--- config.mk ---
export PLATFORM = sky130hd
export DESIGN_NAME = muldiv_hilo
export DESIGN_NICKNAME = d
export VERILOG_FILES = /design/src/rtl/muldiv_pkg.sv /design/src/rtl/sign_mag_conv.sv /design/src/rtl/muldiv_hilo.sv
export SDC_FILE = /design/constraint.sdc
export NUM_CORES = 1
export LEC_CHECK = 0
export BUFFER_PORTS_ARGS = -buffer_cell sky130_fd_sc_hd__buf_2
export CORE_MARGIN = 2
export CORE_UTILIZATION = 67
export CTS_CLUSTER_SIZE = 14
export DETAILED_ROUTE_END_ITERATION = 12
export GPL_TIMING_DRIVEN = 0
export PLACE_DENSITY = 0.95
export SYNTH_ARGS = -nofsm -noshare
export SYNTH_HDL_FRONTEND = slang
export SYNTH_SLANG_ARGS = --single-unit
--- constraint.sdc ---
create_clock -name clk -period 6.3 [get_ports clk]
set_input_delay 0.315 -clock clk [delete_from_list [all_inputs] [get_ports clk]]
set_output_delay 0.315 -clock clk [all_outputs]
set_load 0.005 [all_outputs]
--- src/rtl/muldiv_pkg.sv ---
// rtl/muldiv_pkg.sv - shared encodings and constants for the HI/LO multiply/divide unit
package muldiv_pkg;

  // Operation encodings on the op input
  localparam logic [1:0] OP_MULT = 2'b00;
  localparam logic [1:0] OP_DIV  = 2'b01;
  localparam logic [1:0] OP_MTHI = 2'b10;
  localparam logic [1:0] OP_MTLO = 2'b11;

  // Sequencer states
  typedef enum logic [1:0] {
    ST_IDLE = 2'd0,
    ST_MUL  = 2'd1,
    ST_DIV  = 2'd2,
    ST_FIX  = 2'd3
  } stateT;

  // Default datapath width and the iteration counter width it implies
  localparam int MD_WIDTH = 32;
  localparam int CNT_W    = $clog2(MD_WIDTH);

  // Counter width for an arbitrary datapath width (one iteration per bit)
  function automatic int cntWidth(input int width);
    return (width > 1) ? $clog2(width) : 1;
  endfunction

endpackage

--- src/rtl/sign_mag_conv.sv ---
// rtl/sign_mag_conv.sv - conditional two's-complement negate, used for abs on entry and sign fix-up
module sign_mag_conv #(
  parameter int WIDTH = 32
) (
  input  logic [WIDTH-1:0] value,
  input  logic             negate,
  output logic [WIDTH-1:0] result
);

  // Abs of a negative value and negation of a magnitude are the same operation
  always_comb begin
    result = negate ? (~value + 1'b1) : value;
  end

endmodule

--- src/rtl/muldiv_hilo.sv ---
// rtl/muldiv_hilo.sv - bit-serial multiply/divide unit owning the HI/LO register pair
module muldiv_hilo
  import muldiv_pkg::*;
#(
  parameter int WIDTH = 32
) (
  input  logic             clk,
  input  logic             rst_n,
  input  logic             start,
  input  logic [1:0]       op,
  input  logic             sign,
  input  logic [WIDTH-1:0] A,
  input  logic [WIDTH-1:0] B,
  output logic             busy,
  output logic             done,
  output logic             div_by_zero,
  output logic [WIDTH-1:0] hi,
  output logic [WIDTH-1:0] lo
);

  localparam int CntW = cntWidth(WIDTH);

  stateT                state;
  logic [CntW-1:0]      cnt;
  // MUL: {partial product high, multiplier shifting out}; DIV: {remainder, quotient}
  logic [2*WIDTH-1:0]   work;
  // Multiplicand magnitude for MUL, divisor magnitude for DIV
  logic [WIDTH-1:0]     opnd;
  logic [WIDTH-1:0]     rawA;
  logic                 negRes;
  logic                 negRem;
  logic                 bZero;
  logic                 isDiv;

  logic [WIDTH-1:0]     absA;
  logic [WIDTH-1:0]     absB;
  logic [2*WIDTH-1:0]   prodFix;
  logic [WIDTH-1:0]     quotFix;
  logic [WIDTH-1:0]     remFix;

  logic [WIDTH:0]       mulSum;
  logic [2*WIDTH-1:0]   mulNext;
  logic [WIDTH:0]       divShift;
  logic                 divGe;
  logic [WIDTH-1:0]     divDiff;
  logic [2*WIDTH-1:0]   divNext;

  sign_mag_conv #(.WIDTH(WIDTH)) uAbsA (
    .value  (A),
    .negate (sign & A[WIDTH-1]),
    .result (absA)
  );

  sign_mag_conv #(.WIDTH(WIDTH)) uAbsB (
    .value  (B),
    .negate (sign & B[WIDTH-1]),
    .result (absB)
  );

  sign_mag_conv #(.WIDTH(2*WIDTH)) uNegProd (
    .value  (work),
    .negate (negRes),
    .result (prodFix)
  );

  sign_mag_conv #(.WIDTH(WIDTH)) uNegQuot (
    .value  (work[WIDTH-1:0]),
    .negate (negRes),
    .result (quotFix)
  );

  sign_mag_conv #(.WIDTH(WIDTH)) uNegRem (
    .value  (work[2*WIDTH-1:WIDTH]),
    .negate (negRem),
    .result (remFix)
  );

  // One shift-add multiply step and one restoring divide step on the working register
  always_comb begin
    mulSum   = {1'b0, work[2*WIDTH-1:WIDTH]} + (work[0] ? {1'b0, opnd} : {(WIDTH+1){1'b0}});
    mulNext  = {mulSum, work[WIDTH-1:1]};
    divShift = {work[2*WIDTH-1:WIDTH], work[WIDTH-1]};
    divGe    = (divShift >= {1'b0, opnd});
    // When the trial subtract succeeds the difference is below the divisor, so WIDTH bits suffice
    divDiff  = divShift[WIDTH-1:0] - opnd;
    divNext  = {(divGe ? divDiff : divShift[WIDTH-1:0]), work[WIDTH-2:0], divGe};
  end

  // Sequencer, iteration datapath and HI/LO registers with registered status outputs
  always_ff @(posedge clk or negedge rst_n) begin
    if (!rst_n) begin
      state       <= ST_IDLE;
      cnt         <= '0;
      work        <= '0;
      opnd        <= '0;
      rawA        <= '0;
      negRes      <= 1'b0;
      negRem      <= 1'b0;
      bZero       <= 1'b0;
      isDiv       <= 1'b0;
      busy        <= 1'b0;
      done        <= 1'b0;
      div_by_zero <= 1'b0;
      hi          <= '0;
      lo          <= '0;
    end else begin
      done <= 1'b0;
      case (state)
        ST_IDLE: begin
          if (start) begin
            case (op)
              OP_MULT, OP_DIV: begin
                isDiv  <= (op == OP_DIV);
                work   <= (op == OP_DIV) ? {{WIDTH{1'b0}}, absA} : {{WIDTH{1'b0}}, absB};
                opnd   <= (op == OP_DIV) ? absB : absA;
                rawA   <= A;
                negRes <= sign & (A[WIDTH-1] ^ B[WIDTH-1]);
                negRem <= sign & A[WIDTH-1];
                bZero  <= (B == '0);
                cnt    <= '0;
                busy   <= 1'b1;
                state  <= (op == OP_DIV) ? ST_DIV : ST_MUL;
              end
              OP_MTHI: hi <= A;
              OP_MTLO: lo <= A;
              default: ;
            endcase
          end
        end
        ST_MUL: begin
          work <= mulNext;
          cnt  <= cnt + 1'b1;
          if (cnt == CntW'(WIDTH-1)) state <= ST_FIX;
        end
        ST_DIV: begin
          work <= divNext;
          cnt  <= cnt + 1'b1;
          if (cnt == CntW'(WIDTH-1)) state <= ST_FIX;
        end
        ST_FIX: begin
          if (isDiv && bZero) begin
            lo          <= '1;
            hi          <= rawA;
            div_by_zero <= 1'b1;
          end else if (isDiv) begin
            lo          <= quotFix;
            hi          <= remFix;
            div_by_zero <= 1'b0;
          end else begin
            {hi, lo}    <= prodFix;
            div_by_zero <= 1'b0;
          end
          busy  <= 1'b0;
          done  <= 1'b1;
          state <= ST_IDLE;
        end
        default: state <= ST_IDLE;
      endcase
    end
  end

endmodule
# [Word-level counts from Yosys, hierarchy flattened]
# Index checks and enable logic that the tools add are counted.
[word_totals] inputBits=70 word_cells=95 out_inout_bits=67 ff_bits=206
[op_classes] bitwise_logic=9 mux=35 n_reduce_logical=16 order_cmp=1 add_sub_neg=8 eq_ne=12
[ops] cell="$mux 32" count=16
[ops] cell="$mux 64" count=3
[ops] cell="$pmux 64 s3" count=1
[ops] cell="$add 32x1->32 const B" count=4
[ops] cell="$not 32->32" count=4
[ops] cell="$pmux 32 s2" count=2
[ops] cell="$add 64x1->64 const B" count=1
[ops] cell="$not 64->64" count=1
[ops] cell="$add 32x32->33" count=1
[ops] cell="$ge 33x32->1" count=1
[ops] cell="$logic_not 32->1" count=1
[ops] cell="$sub 32x32->32" count=1
[ops] cell="$reduce_and 3->1" count=7
[ops] cell="$mux 5" count=2
[ops] cell="$pmux 5 s2" count=1
[ops] cell="$eq 2x2->1 const B" count=4
[ops] cell="$mux 2" count=4
[ops] cell="$ne 2x1->1 const B" count=4
[ops] cell="$pmux 2 s3" count=1
[ops] cell="$add 5x1->5 const B" count=1
[ops] cell="$eq 5x5->1 const B" count=1
[ops] cell="$eq 2x1->1 const B" count=2
[ops] cell="$logic_not 2->1" count=2
[ops] cell="$mux 1" count=4
[ops] cell="other kinds (8)" count=12

# [Depth between registers and ports, before layout]
[logic_depth] ltp_word=7 depth_mapped=14 depth_no_buf=13

# [By module]
# Synthesis repeated with hierarchy kept, for this count alone.
[unflattened] hier_cells=2250 hier_area_um2=18788.0
[by_module_without_submodules] mod="muldiv_hilo" seq_area_each_um2=5154.9 cells_each=1648 area_per_inst_um2=14031.0 instances=1
[by_module_without_submodules] mod="sign_mag_conv (uAbsA ...)" seq_area_each_um2=0.0 cells_each=99 area_per_inst_um2=777.0 instances=4
[by_module_without_submodules] mod="sign_mag_conv (uNegProd)" seq_area_each_um2=0.0 cells_each=206 area_per_inst_um2=1649.1 instances=1

# [Least setup slack after synthesis]
# Ideal clock, no wire load.
[synth_path] path_type="reg2reg" start="register work[0]" end="register work[62]" synth_period_minus_slack_ns=3.004 slack_ns=3.296 arrival_time_ns=2.862 stages_incl_launch_ff=14 setup_ns=0.142 path_buffers=1 required_ns=6.158 cell_sequence="dfrtp_1 -> inv_1 -> clkbuf_1 -> nor2_1 -> ha_1 -> o211ai_1 -> nor3_1 -> a21oi_1 -> a211o_1 -> nand3_1 -> a21oi_1 -> o41ai_1 -> xnor2_1 -> o2111ai_1"
[synth_between] elab_chain_cells=3
[synth_rtl] item="from (decl)" line_no="muldiv_hilo.sv:26" rtl="logic [2*WIDTH-1:0] work;"
[synth_rtl] item="from (signal assigned)" line_no="muldiv_hilo.sv:114" rtl="work <= (op == OP_DIV) ? {{WIDTH{1'b0}}, absA} : {{WIDTH{1'b0}}, absB};"
[synth_rtl] item="from (signal assigned)" line_no="muldiv_hilo.sv:131" rtl="work <= mulNext;"
[synth_rtl] item="from (signal assigned)" line_no="muldiv_hilo.sv:136" rtl="work <= divNext;"
[synth_rtl] item="$mux 32" line_no="muldiv_hilo.sv:80" rtl="mulSum = {1'b0, work[2*WIDTH-1:WIDTH]} + (work[0] ? {1'b0, opnd} : {(WIDTH+1){1'b0}});"
[synth_rtl] item="$add 32x32->33" line_no="muldiv_hilo.sv:80"
[synth_rtl] item="$pmux 64 s3" line_no="muldiv_hilo.sv:108" rtl="case (state)"
# No other way between the ends.
# A chain may end at the register's enable or synchronous reset.

# [Final worst setup path]
[layout_path] start="register work[0]" end="register work[63]"
# The elaborated chain is that of the path after synthesis.

==> summary.txt <==
Outcome
  – Status: complete, no violations

Final layout
  – Area grow syn2layout: 11.3%
  – Share of layout cells above drive strength 1: roughly 8.9%
  – Antenna Cells: 0
  – Layout Nets: about 2.4k

Power
  – Leak: 8.09 nW
  – Peak VDD IR: between 0.3 and 0.4 mV
  – Total chip power: 9.57 mW
  – Pwr Density: just over 500 nW/um^2

Worst setup path
  – Worst Path Arrival: 5.13 ns
  – Critical path capture point type: register
  – Critical Path, Cell by Cell: inv_1 -> clkbuf_1 -> nor2_1 -> ha_1 -> o211ai_1 -> a211oi_1 -> o21ai_0 -> nand3_1 -> a21oi_1 -> o21bai_1 -> a21oi_1 -> or4_1 -> o2111ai_1
  – CP Max Fanout: 10
  – Largest stage delay on the critical path: ~0.7 ns
  – CP max stage cell: clkbuf_1
  – Crit start category: register
  – Crit-path most repeated cell: a21oi_1
  – Crit path kind: reg2reg
  – Worst Path Required: 6.75 ns

Drt
  – Via density: between 7 and 8
  – First drt pass iteration count: 9
  – Detail Route Antenna Nets: 0
  – Vias after detailed routing: 18.5k
  – DR WL/cell: between 20 and 30 um
  – Final WL: about 66000 um
  – 1st-iter DRT viols: 3206
  – DRC: 0

Place
  – I/O Buffers: roughly 130
  – GPL Wtd Cong: approximately 1.1
  – Setup WS pre-CTS: approximately 1.9 ns
  – HPWL after DPL: 49300 um

Global routing
  – GRT Util Overall: roughly half
  – GR Overflow Total: 0
  – Antenna violations before repair: 2
  – First-pass GRT wire length: between 90000 and 100000 um
  – Vias in the first global route: 17.3k
  – Largest net degree at the start of global routing: between 100 and 150

Logic synthesis
  – Synth cell types: slightly above 80
  – Net Count, Synth: 2270
  – Mapped Cells: about 2.1k
  – Synthesized area: approximately 17000 um^2
  – Ys flop type: dfrtp_1
  – EDFF count, synth: 0
  – Ys Warns: 0
  – Register area share after synthesis: a little under a third
  – Fraction of synthesis flops using an asynchronous set or reset pin: between 90% and 100%
  – Synth Register Bits: 206
  – Average size of a mapped cell: 7.80 um^2

CTS
  – Max Buffers Root-to-Sink: 3
  – CTS root buf: clkbuf_16
  – Post-CTS setup buffer count: 0
  – TritonCTS clock tree: yes
  – Clock Sinks: between 200 and 250
  – Clk_lat worst skew: roughly 0.54 ns
  – H-tree levels: 1
  – Post-CTS Hold Fix Bufs: 1
  – CTS resizes: 0
  – CTS clk-pin slew, worst paths: roughly 0.060 ns
  – Total CTS buffers: 24

Timing
  – Max_slew headroom: about 15%
  – FMAX: about 210 MHz
  – Slew Limit Fails: 0
  – Final Critical Period: 4.69 ns
  – Final period utilization: around three quarters
  – Setup WS post-layout: 1.61 ns
  – RSZ-0062 raised after global routing: false
  – Final Hold Vio Count: 0
  – Final setup violating endpoints: 0
  – Worst-Margin Slew: roughly 1.3 ns
  – Fin Setup TNS: 0 ns
  – Post-Route Skew: approximately 0.013 ns

Die
  – DIE AREA: between 20000 and 30000 um^2
  – Starting Density: about two thirds
  – Die width: ~160 um
  – I/O pin count: between 100 and 150
  – Die height: around 160 um
  – Rows: 57
  – Core region area: about 24000 um^2

Min path
  – Hold/Removal Path Class: in2reg

Flow run
  – Number of max-cap violations: 0
per-stage QoR:
step	utilization [%]	std cells	hold slack [ns]	instance area, um^2
after floorplan	-	2123	0.0194	16600
after global placement	72.4	2574	0.458	17600
after detailed placement	72.5	2575	0.403	17600
after CTS	75.8	2618	0.0615	18400
after global routing	75.8	2618	0.0945	18400
final	75.8	2618	0.0769	18400
kinds of logic after synthesis:
family / share of synthesized area (%)
buffers and inverters: 5.01
multiplexers: 1.03
AND/OR/NAND/NOR: 20.3
adder cells (fa/ha/maj): 5.91
XOR/XNOR: 8.84
flip-flops: 31.1
AO/OA/AOI/OAI: 27.8
critical path, delay by kind of cell (launching register included):
family | cells | cell delay, ns
compound gates | 7 | 1.94
fa+ha+maj | 1 | 0.42
simple gates | 3 | 0.77
buf+inv | 2 | 0.98
flops | 1 | 0.52
path summary, 6_finish.rpt:
path	slack, ns	startpoint	endpoint	depth (start not counted)
setup / recovery	1.61	work[0]	work[63]	13
max in group asynchronous	4.92	rst_n	work[44]	3
hold reg to reg	0.48	lo[9]	lo[9]	2
hold / removal	0.08	A[10]	rawA[10]	3
setup reg to reg	1.61	work[0]	work[63]	13
min in group asynchronous	0.37	rst_n	lo[24]	2
state kept, by name (all words and copies together), names as in the netlist:
| name | flops |
|---|---|
| busy | 1 |
| negRes | 1 |
| hi | 32 |
| isDiv | 1 |
| work | 64 |
| div_by_zero | 1 |
| done | 1 |
| negRem | 1 |
| bZero | 1 |
| opnd | 32 |
| lo | 32 |
| cnt | 5 |
| state | 2 |
| rawA | 32 |
cells in the final DEF, fill, tap and decap left out, drive strengths merged, types with 33 or more instances in the layout:
| cell type | instances |
|---|---|
| nor2 | 192 |
| buf | 145 |
| a22oi | 60 |
| ha | 75 |
| nand3 | 50 |
| a21oi | 182 |
| xor2 | 62 |
| dfrtp | 206 |
| inv | 69 |
| clkbuf | 160 |
| nor3 | 37 |
| nand2 | 292 |
| xnor2 | 105 |
| o22ai | 33 |
| o221ai | 37 |
| o21ai | 204 |
layer usage:
metal / up-vias / wire length, um / track usage [%]
met5: - / 13 / 0
li1: 7989 / - / -
met3: 385 / 10200 / 17.7
met2: 1513 / 26900 / 71.7
met1: 8631 / 23800 / 64.3
met4: 2 / 5190 / 29.8
Yosys cell counts (all sizes together) (5+ instances only):
cell | count | area share (%)
nand2 | 292 | 6.6
dfrtp | 206 | 31
o21ai | 204 | 6.2
nor2 | 192 | 4.4
a21oi | 182 | 5.5
clkbuf | 126 | 2.9
xnor2 | 105 | 5.6
ha | 75 | 5.7
inv | 69 | 1.6
xor2 | 62 | 3.3
a22oi | 60 | 2.7
nand3 | 50 | 1.5
nor3 | 37 | 1.1
o221ai | 37 | 2.0
o22ai | 33 | 1.2
o31ai | 26 | 1.2
a21o | 25 | 1.1
o211ai | 22 | 1.0
or3 | 21 | 0.79
a221o | 20 | 1.2
a31oi | 19 | 0.81
and2 | 19 | 0.73
nand2b | 19 | 0.76
buf | 17 | 0.59
mux2i | 17 | 1.0
nor4 | 17 | 0.85
a211oi | 15 | 0.71
o21bai | 14 | 0.63
or4 | 14 | 0.66
nor2b | 13 | 0.49
and3 | 12 | 0.45
o41ai | 12 | 0.63
o21a | 9 | 0.41
nand4 | 7 | 0.26
a22o | 6 | 0.32
a32oi | 6 | 0.32
nor3b | 6 | 0.27
nand3b | 5 | 0.23
or2 | 5 | 0.19
layout make-up:
cell class                 instances  area (um^2)
multi-input combinational       1705        10600
fill                            1885         5890
sequential                       206         5150
clock buffer                      34          709
timing repair buffer             129          683
buffer                           143          571
tap                              324          405
inverter                          69          259
clock inverter                     8         73.8
power by group:
part | switching [mW] | total (mW) | internal [mW]
combinational | 3.82 | 5.80 | 1.98
sequential | 0.506 | 2.36 | 1.85
clock | 0.598 | 1.42 | 0.822
total | 4.92 | 9.57 | 4.65
No activity file was read; power rests on OpenSTA's default activity.
